File: config.mk
export PLATFORM = sky130hd
export DESIGN_NAME = burst_gen_flat
export DESIGN_NICKNAME = d
export VERILOG_FILES = /design/src/rtl/burst_gen_pkg.sv /design/src/rtl/burst_gen_if.sv /design/src/rtl/burst_gen_bcd_down_counter.sv /design/src/rtl/burst_gen.sv /design/src/flat_wrapper.sv
export SDC_FILE = /design/constraint.sdc
export NUM_CORES = 1
export LEC_CHECK = 0
export BUFFER_PORTS_ARGS = -buffer_cell sky130_fd_sc_hd__buf_4
export CORE_UTILIZATION = 46
export CTS_CLUSTER_DIAMETER = 50
export CTS_CLUSTER_SIZE = 20
export DETAILED_ROUTE_END_ITERATION = 10
export PLACE_DENSITY = 0.82
export SLEW_MARGIN = 20
export SYNTH_ARGS = -nofsm -noshare
export SYNTH_HDL_FRONTEND = slang
export SYNTH_SLANG_ARGS = --single-unit
File: constraint.sdc
create_clock -name clk -period 1.4 [get_ports clk]
set_clock_uncertainty 0.1 [all_clocks]
set_input_delay 0.07 -clock clk [delete_from_list [all_inputs] [get_ports clk]]
set_output_delay 0.07 -clock clk [all_outputs]
set_load 0.05 [all_outputs]
File: src/rtl/burst_gen_pkg.sv
// Shared definitions for the burst generator and the detector-side blocks.
package burst_gen_pkg;

   typedef enum logic [1:0] {
      IDLE  = 2'd0,
      BURST = 2'd1,
      GAP   = 2'd2
   } burst_state_t;

   localparam int BCD_MAX = 9;
   localparam int RUN_W   = 4;

   function automatic logic is_bcd(input logic [RUN_W-1:0] v);
      return v <= RUN_W'(BCD_MAX);
   endfunction

endpackage

File: src/rtl/burst_gen_if.sv
// Request/serial-line bundle between a burst requester and burst_gen.
interface burst_gen_if;
   import burst_gen_pkg::*;

   logic             start;
   logic [RUN_W-1:0] count_bcd;
   logic             detection_out;
   logic             busy;
   logic             done;
   logic             err;
   logic [RUN_W-1:0] run_idx;

   modport master (
      output start, count_bcd,
      input  detection_out, busy, done, err, run_idx
   );

   modport slave (
      input  start, count_bcd,
      output detection_out, busy, done, err, run_idx
   );

endinterface

File: src/rtl/burst_gen_bcd_down_counter.sv
// Loadable down-counter with zero flag; decrement saturates at zero.
module bcd_down_counter #(
   parameter int W = 4
) (
   input  logic         clk,
   input  logic         rst,
   input  logic         load,
   input  logic         dec,
   input  logic [W-1:0] load_val,
   output logic [W-1:0] value,
   output logic         zero
);

   always_ff @(posedge clk) begin
      if (rst) begin
         value <= '0;
      end else if (load) begin
         value <= load_val;
      end else if (dec && (value != '0)) begin
         value <= value - W'(1);
      end
   end

   assign zero = (value == '0);

endmodule

File: src/rtl/burst_gen.sv
// Serial burst generator: N high cycles on detection_out, then a forced low gap.
//
// state | meaning
// IDLE  | waiting for start; done/err pulses shown here
// BURST | detection_out high, run_idx counting 1..N
// GAP   | detection_out low for GAP_LEN cycles before returning to IDLE
module burst_gen
   import burst_gen_pkg::*;
#(
   parameter int GAP_LEN = 1
) (
   input  logic       clk,
   input  logic       rst_a_p,
   burst_gen_if.slave bus
);

   localparam int GAP_W = $clog2(GAP_LEN + 1);
   localparam logic [GAP_W-1:0] GAP_RELOAD = GAP_W'(GAP_LEN);

   burst_state_t     state_q, state_d;
   logic             det_q, det_d;
   logic             busy_q;
   logic             done_q, done_d;
   logic             err_q, err_d;
   logic [RUN_W-1:0] idx_q, idx_d;

   logic             rem_load, rem_dec, rem_zero;
   logic [RUN_W-1:0] rem_value;
   logic             gap_load, gap_dec, gap_zero;
   logic [GAP_W-1:0] gap_value;
   logic             rem_last, gap_last;

   bcd_down_counter #(.W(RUN_W)) u_rem (
      .clk      (clk),
      .rst      (rst_a_p),
      .load     (rem_load),
      .dec      (rem_dec),
      .load_val (bus.count_bcd),
      .value    (rem_value),
      .zero     (rem_zero)
   );

   bcd_down_counter #(.W(GAP_W)) u_gap (
      .clk      (clk),
      .rst      (rst_a_p),
      .load     (gap_load),
      .dec      (gap_dec),
      .load_val (GAP_RELOAD),
      .value    (gap_value),
      .zero     (gap_zero)
   );

   // Terminal count at 1: the cycle showing the last high (or gap) cycle.
   assign rem_last = (rem_value == RUN_W'(1)) || rem_zero;
   assign gap_last = (gap_value == GAP_W'(1)) || gap_zero;

   always_ff @(posedge clk) begin
      if (rst_a_p) begin
         state_q <= IDLE;
         det_q   <= 1'b0;
         busy_q  <= 1'b0;
         done_q  <= 1'b0;
         err_q   <= 1'b0;
         idx_q   <= '0;
      end else begin
         state_q <= state_d;
         det_q   <= det_d;
         busy_q  <= (state_d != IDLE);
         done_q  <= done_d;
         err_q   <= err_d;
         idx_q   <= idx_d;
      end
   end

   always_comb begin
      state_d  = state_q;
      det_d    = 1'b0;
      done_d   = 1'b0;
      err_d    = 1'b0;
      idx_d    = '0;
      rem_load = 1'b0;
      rem_dec  = 1'b0;
      gap_load = 1'b0;
      gap_dec  = 1'b0;
      case (state_q)
         IDLE: begin
            if (bus.start) begin
               if (!is_bcd(bus.count_bcd)) begin
                  err_d = 1'b1;
               end else if (bus.count_bcd == '0) begin
                  state_d  = GAP;
                  gap_load = 1'b1;
               end else begin
                  state_d  = BURST;
                  rem_load = 1'b1;
                  det_d    = 1'b1;
                  idx_d    = RUN_W'(1);
               end
            end
         end
         BURST: begin
            rem_dec = 1'b1;
            if (rem_last) begin
               state_d  = GAP;
               gap_load = 1'b1;
            end else begin
               det_d = 1'b1;
               idx_d = idx_q + RUN_W'(1);
            end
         end
         GAP: begin
            gap_dec = 1'b1;
            if (gap_last) begin
               state_d = IDLE;
               done_d  = 1'b1;
            end
         end
         default: state_d = IDLE;
      endcase
   end

   assign bus.detection_out = det_q;
   assign bus.busy          = busy_q;
   assign bus.done          = done_q;
   assign bus.err           = err_q;
   assign bus.run_idx       = idx_q;

endmodule

File: src/flat_wrapper.sv
// flat-port wrapper written by rule: the top's interface ports become plain ports
module burst_gen_flat import burst_gen_pkg::*;
#(
   parameter int GAP_LEN = 1
)
  (clk, rst_a_p, bus_start, bus_count_bcd, bus_detection_out, bus_busy, bus_done, bus_err, bus_run_idx);
  burst_gen_if bus_i ();
  input  logic clk;
  input  logic rst_a_p;
  input wire logic [$bits(bus_i.start)-1:0] bus_start;
  input wire logic [$bits(bus_i.count_bcd)-1:0] bus_count_bcd;
  output wire logic [$bits(bus_i.detection_out)-1:0] bus_detection_out;
  output wire logic [$bits(bus_i.busy)-1:0] bus_busy;
  output wire logic [$bits(bus_i.done)-1:0] bus_done;
  output wire logic [$bits(bus_i.err)-1:0] bus_err;
  output wire logic [$bits(bus_i.run_idx)-1:0] bus_run_idx;
  assign bus_i.start = bus_start;
  assign bus_i.count_bcd = bus_count_bcd;
  assign bus_detection_out = bus_i.detection_out;
  assign bus_busy = bus_i.busy;
  assign bus_done = bus_i.done;
  assign bus_err = bus_i.err;
  assign bus_run_idx = bus_i.run_idx;
  burst_gen #(.GAP_LEN(GAP_LEN)) u_core (.clk(clk), .rst_a_p(rst_a_p), .bus(bus_i));
endmodule
======== Word-level counts from Yosys, hierarchy flattened ========
Cells that the tools add are included.
operators by class
  $add $sub $neg .......................... 2
  eq/ne operators ......................... 3
  bitwise operators ....................... 2
  reductions and logical operators ........ 9
  muxes and demuxes ....................... 21
  $lt $le $gt $ge ......................... 1
operators by type and width
  kind                                                    count
  two-way mux 4 bit                                       5
  two-way mux 1 bit                                       9
  zero test 4 bit                                         2
  two-way mux 2 bit                                       4
  case mux 4 bit (2 select lines)                         1
  adder 4 x 1 -> 4 bit (second input constant)            1
  == test 4 x 1 -> 1 bit (second input constant)          1
  less-or-equal comparator 4 bit (second input constant)  1
  case mux 2 bit (2 select lines)                         1
  nonzero test 2 bit                                      2
  nonzero test 4 bit                                      1
  subtractor 4 x 1 -> 4 bit (second input constant)       1
  OR reduction 3 bit                                      1
  == test 2 x 1 -> 1 bit (second input constant)          1
  == test 2 bit (second input constant)                   1
  zero test 2 bit                                         1
  NOT 1 bit                                               2
  case mux 1 bit (2 select lines)                         1
  logical AND 1 bit                                       1
  logical OR 1 bit                                        1
storage, ports and cells
  logic and storage cells ................. 45
  output and inout bits ................... 8
  input bits .............................. 7
  bits in registers ....................... 14

======== Logic depth before layout (Yosys ltp) ========
  depth after elaboration ................. 6
  depth in mapped cells ................... 6
  mapped depth without buffers ............ 6

======== By module ========
A second synthesis with hierarchy kept.
unflattened totals
  cells, all modules ...................... 76
  area, all modules ....................... 732.0 um^2
by module, submodules not included
  module                           area each (um^2)  seq. area each (um^2)  cells each  instances
  burst_gen                        421.7             200.2                  43          1
  bcd_down_counter (u_core.u_rem)  262.8             80.1                   29          1
  bcd_down_counter (u_core.u_gap)  47.5              20.0                   4           1

======== Worst setup path before layout ========
OpenSTA, ideal clock, no wires.
  path kind ............................... register to register
  from .................................... register u_core.u_rem.value[0]
  to ...................................... register u_core.idx_q[3] (netlist: u_core.bus.run_idx[3])
  cell stages (with the launch flop) ...... 7
  slack ................................... -60 ps
  required time ........................... 1235 ps
  arrival time ............................ 1295 ps
  path buffers ............................ 0
  period minus slack after synthesis ...... 1460 ps
  setup time .............................. 65 ps
  cell sequence ........................... dfxtp_1 inv_1 ha_1 nor2_1 o31ai_2 or3_4 nor2_1
between the ends
  word-level cells in the longest chain between the ends .. 4
  elaborated cells between the ends (all ways) .. 5
  those cells by class .................... 1 x eq/ne; 2 x mux; 2 x reduce/logical
RTL lines
  element                                                           line                                               text
  start: declaration                                                burst_gen_bcd_down_counter.sv:10                   output logic [W-1:0] value,
  start signal: assignment                                          burst_gen_bcd_down_counter.sv:18                   value <= load_val;
  start signal: assignment                                          burst_gen_bcd_down_counter.sv:20                   value <= value - W'(1);
  == test 4 x 1 -> 1 bit / zero test 4 bit (equally long branches)  burst_gen.sv:54, burst_gen_bcd_down_counter.sv:24
  logical OR 1 bit (*)                                              burst_gen.sv:54                                    assign rem_last = (rem_value == RUN_W'(1)) || rem_zero;
  two-way mux 4 bit (*)                                             burst_gen.sv:103                                   if (rem_last) begin
  case mux 4 bit (2 select lines) (*)                               burst_gen.sv:85                                    case (state_q)
  end signal: assignment                                            burst_gen.sv:71                                    idx_q <= idx_d;
  end: declaration                                                  burst_gen.sv:25                                    logic [RUN_W-1:0] idx_q, idx_d;
Mark *: on every way between the ends. The rest lies on a longest branch, timed or not.
A chain may end at the register's enable or synchronous reset.

======== Worst setup path after layout ========
  from .................................... register u_core.u_rem.value[1]
  to ...................................... register u_core.u_rem.value[2]
between the ends
  word-level cells in the longest chain between the ends .. 3
  elaborated cells between the ends (all ways) .. 6
  those cells by class .................... 1 x add/sub; 2 x mux; 3 x reduce/logical
RTL lines
  element                                                                 line                                                                text
  subtractor 4 x 1 -> 4 bit / nonzero test 4 bit (equally long branches)  burst_gen_bcd_down_counter.sv:20, burst_gen_bcd_down_counter.sv:19
  two-way mux 4 bit / logical AND 1 bit (equally long branches)           burst_gen_bcd_down_counter.sv:19                                    end else if (dec && (value != '0)) begin
  two-way mux 4 bit / nonzero test 2 bit (equally long branches)          --
Parallel ways exist; a longest one is shown, timed or not. The select of a mux whose other input is x is not followed.

==> flow_metrics.env <==
export IMPL_yosys_warnings=0
export IMPL_hold_class="input pin to flip-flop"
export IMPL_tns_ns=-0.137
export IMPL_antenna_found_initial=0
export IMPL_grt_pass1_vias=578
export IMPL_clock_latency_ns=0.28
export IMPL_layout_nets=111
export IMPL_synth_net_count=80
export IMPL_diodes=0
export IMPL_ir_drop_mv=0.696
export IMPL_synth_xor_xnor_area_share_pct=3.78
export IMPL_core_area_sq_mm=0.00135
export IMPL_clk_pin_slew_worst_paths_ns=0.09
export IMPL_yosysSeqAreaShare_pct=40.4
export IMPL_cts_root_buf="clkbuf_4"
export IMPL_ant_nets=0
export IMPL_grt_first_pass_wirelength_um=2630
export IMPL_worstMarginPinSlew_ns=0.342
export IMPL_cp_start_kind="flip-flop"
export IMPL_avgViaCountPerCell=5.68
export IMPL_final_cell_mix="buf_4 (23), dfxtp_1 (12), nand3_1 (4), nor2_1 (4), dlygate4sd3_1 (4)"
export IMPL_final_max_slew_viol_count=0
export IMPL_dr_total_vias=647
export IMPL_max_freq_mhz=683
export IMPL_synthMuxAreaShare_pct=0
export IMPL_netlist_area_sq_um=694
export IMPL_violations="negative setup slack"
export IMPL_r2r_end="u_core.u_rem.value[2]"
export IMPL_cts_buffer_depth=2
export IMPL_die_w_um=40.9
export IMPL_placed_cell_area_sq_um=871
export IMPL_netlist_cell_type_count=34
export IMPL_die_h_um=40.9
export IMPL_die_area_sq_mm=0.00167
export IMPL_path_class="flip-flop to flip-flop"
export IMPL_endpoint="u_core.u_rem.value[2]"
export IMPL_clkSinkCount=14
export IMPL_grt_overflow=0
export IMPL_dr_pass1_iters=4
export IMPL_synthSimpleGateAreaFrac_pct=27.0
export IMPL_stdcell_area_sq_mm=0.00104
export IMPL_start_util_pct=51.4
export IMPL_dp_cells=104
export IMPL_port_buffers=14
export IMPL_end_kind="flip-flop"
export IMPL_ios=15
export IMPL_synth_area_per_cell_sq_um=10.1
export IMPL_setup_violations_final=5
export IMPL_dp_hpwl_um=1050
export IMPL_fillers=98
export IMPL_period_needed_ns=1.46
export IMPL_cts_made_buffers=3
export IMPL_syn_instance_count=69
export IMPL_p_leak_nw=0.422
export IMPL_h_tree_depth=1
export IMPL_period_share_pct=105
export IMPL_cts_tree="yes"
export IMPL_r2r_start="u_core.u_rem.value[1]"
export IMPL_cp_required_ns=1.52
export IMPL_status="complete, but fails checks"
export IMPL_relSlewSlack_pct=77.2
export IMPL_cap_violations=0
export IMPL_crit_start="u_core.u_rem.value[1]"
export IMPL_synth_compound_area_share_pct=17.3
export IMPL_layout_commonest_cell="buf_4"
export IMPL_crit_arrival_ns=1.58
export IMPL_wl_per_cell_um=14.6
export IMPL_finalHoldViolCount=0
export IMPL_num_rows=13
export IMPL_syn_to_final_growth_pct=50.5
export IMPL_rsz0062_at_grt="true"
export IMPL_drive_gt1_share_pct=51.5
export IMPL_fin_cells=114
export IMPL_fin_ws_ns=-0.0633
export IMPL_synth_top_family_by_area="simple AND/OR/NAND/NOR gates"
export IMPL_reg2reg_slack_ns=-0.06
export IMPL_drtIter0Drc=24
export IMPL_gp_congestion=0.873
export IMPL_p_per_area_mw_per_mm2=1070
export IMPL_drc=0
export IMPL_synth_seq_cells=14
export IMPL_synthAdderAreaFrac_pct=7.21
export IMPL_grt_util_all_layers_pct=25.3
export IMPL_drt_total_wl_um=1660
export IMPL_crit_path_max_fanout=3
export IMPL_rr_worst_depth=7
export IMPL_grt_max_degree=13
## synthesized netlist by cell type, drive strengths merged
cell | number | area share (%)
nor3b | 3 | 5.6
nand2b | 1 | 1.3
or3 | 1 | 1.6
o221ai | 1 | 1.3
nor4b | 1 | 1.3
inv | 5 | 2.7
ha | 4 | 7.2
o311ai | 1 | 1.3
a22oi | 1 | 1.1
a311oi | 1 | 1.3
o21a | 1 | 1.1
a32oi | 1 | 1.3
clkbuf | 1 | 0.54
nor2b | 1 | 0.90
o21ai | 1 | 0.72
a21oi | 3 | 2.2
nor3 | 4 | 3.6
a21o | 1 | 1.1
nor4 | 1 | 1.8
a211oi | 3 | 3.2
xor2 | 2 | 2.5
xnor2 | 1 | 1.3
dfxtp | 14 | 40
o31ai | 2 | 2.9
nand3b | 2 | 4.0
buf | 1 | 1.1
nand3 | 4 | 2.9
nor2 | 7 | 4.1
## worst min path at each step
stage                                 end  cells after the start             start
finish              u_core.u_rem.value[3]                      3  bus_count_bcd[3]
global route        u_core.u_rem.value[3]                      3  bus_count_bcd[3]
CTS                 u_core.u_rem.value[3]                      3  bus_count_bcd[3]
detailed placement  u_core.bus.run_idx[0]                      2           rst_a_p
global placement    u_core.u_rem.value[2]                      2           rst_a_p
floorplan           u_core.u_rem.value[0]                      2           rst_a_p
## worst max-delay path, stage by stage (launching register included)
cell	delay, ns
dfxtp_2	0.35
inv_4	0.08
buf_4	0.11
ha_1	0.13
inv_1	0.07
o31ai_2	0.28
o311ai_1	0.16
a21oi_1	0.14
## metal layers
| metal | GRT usage, % | part of all wire, % | vias up |
|---|---|---|---|
| li1 | - | - | 313 |
| met3 | 6.52 | 4.9 | 4 |
| met2 | 45.3 | 54 | 26 |
| met1 | 26.8 | 40 | 304 |
| met4 | 12.5 | 0.90 | 0 |
| met5 | 0 | 0 | - |
## sequential cells by signal, indices dropped and copies added, names as in the netlist
name	flops
u_core.bus.run_idx	4
u_core.bus.detection_out	1
u_core.bus.err	1
u_core.bus.done	1
u_core.bus.busy	1
u_core.u_rem.value	4
u_core.state_q	2
## cell families after synthesis
| logic type | count (synthesis) |
|---|---|
| flops | 14 |
| buf+inv | 7 |
| xor+xnor | 3 |
| simple gates | 25 |
| compound gates | 16 |
| fa+ha+maj | 4 |
## power by group
part,leakage (nW),total [W],internal [W],switching [W]
combinational,0.286,0.000365,0.000175,0.000190
sequential,0.115,0.000464,0.000428,0.0000364
clock,0.0210,0.000288,0.000158,0.000130
## stage by stage
| stage | power (W) | hold slack, ns | util (%) | setup slack [ns] |
|---|---|---|---|---|
| 2_1_floorplan | 0.000641 | 0.112 | - | 0.0104 |
| 3_3_place_gp | 0.000729 | 0.240 | 64.5 | -0.0198 |
| 3_5_place_dp | 0.000737 | 0.252 | 64.5 | -0.0877 |
| 4_1_cts | 0.00110 | 0.0559 | 75.6 | -0.0615 |
| 5_1_grt | 0.00117 | 0.0658 | 77.4 | -0.136 |
| 6_report | 0.00112 | 0.0590 | 77.4 | -0.0633 |
## what timing repair did
item                                   4_1_cts  5_1_grt
resized for setup                           14        5
hold buffers                                 4        0
endpoints found under the hold margin       11        0
setup buffers                                2        0
pin swaps                                   13        9
setup endpoints to repair                    9        9
## cell type report
cell class | count | area (sq um) | share of cell area [%]
timing repair buffer | 28 | 224 | 21.4
sequential | 14 | 283 | 27.1
clock buffer | 4 | 36.3 | 3.47
inverter | 5 | 21.3 | 2.04
multi-input combinational | 48 | 462 | 44.2
tap | 15 | 18.8 | 1.80
Note: power is estimated with default switching activity, not from simulation.
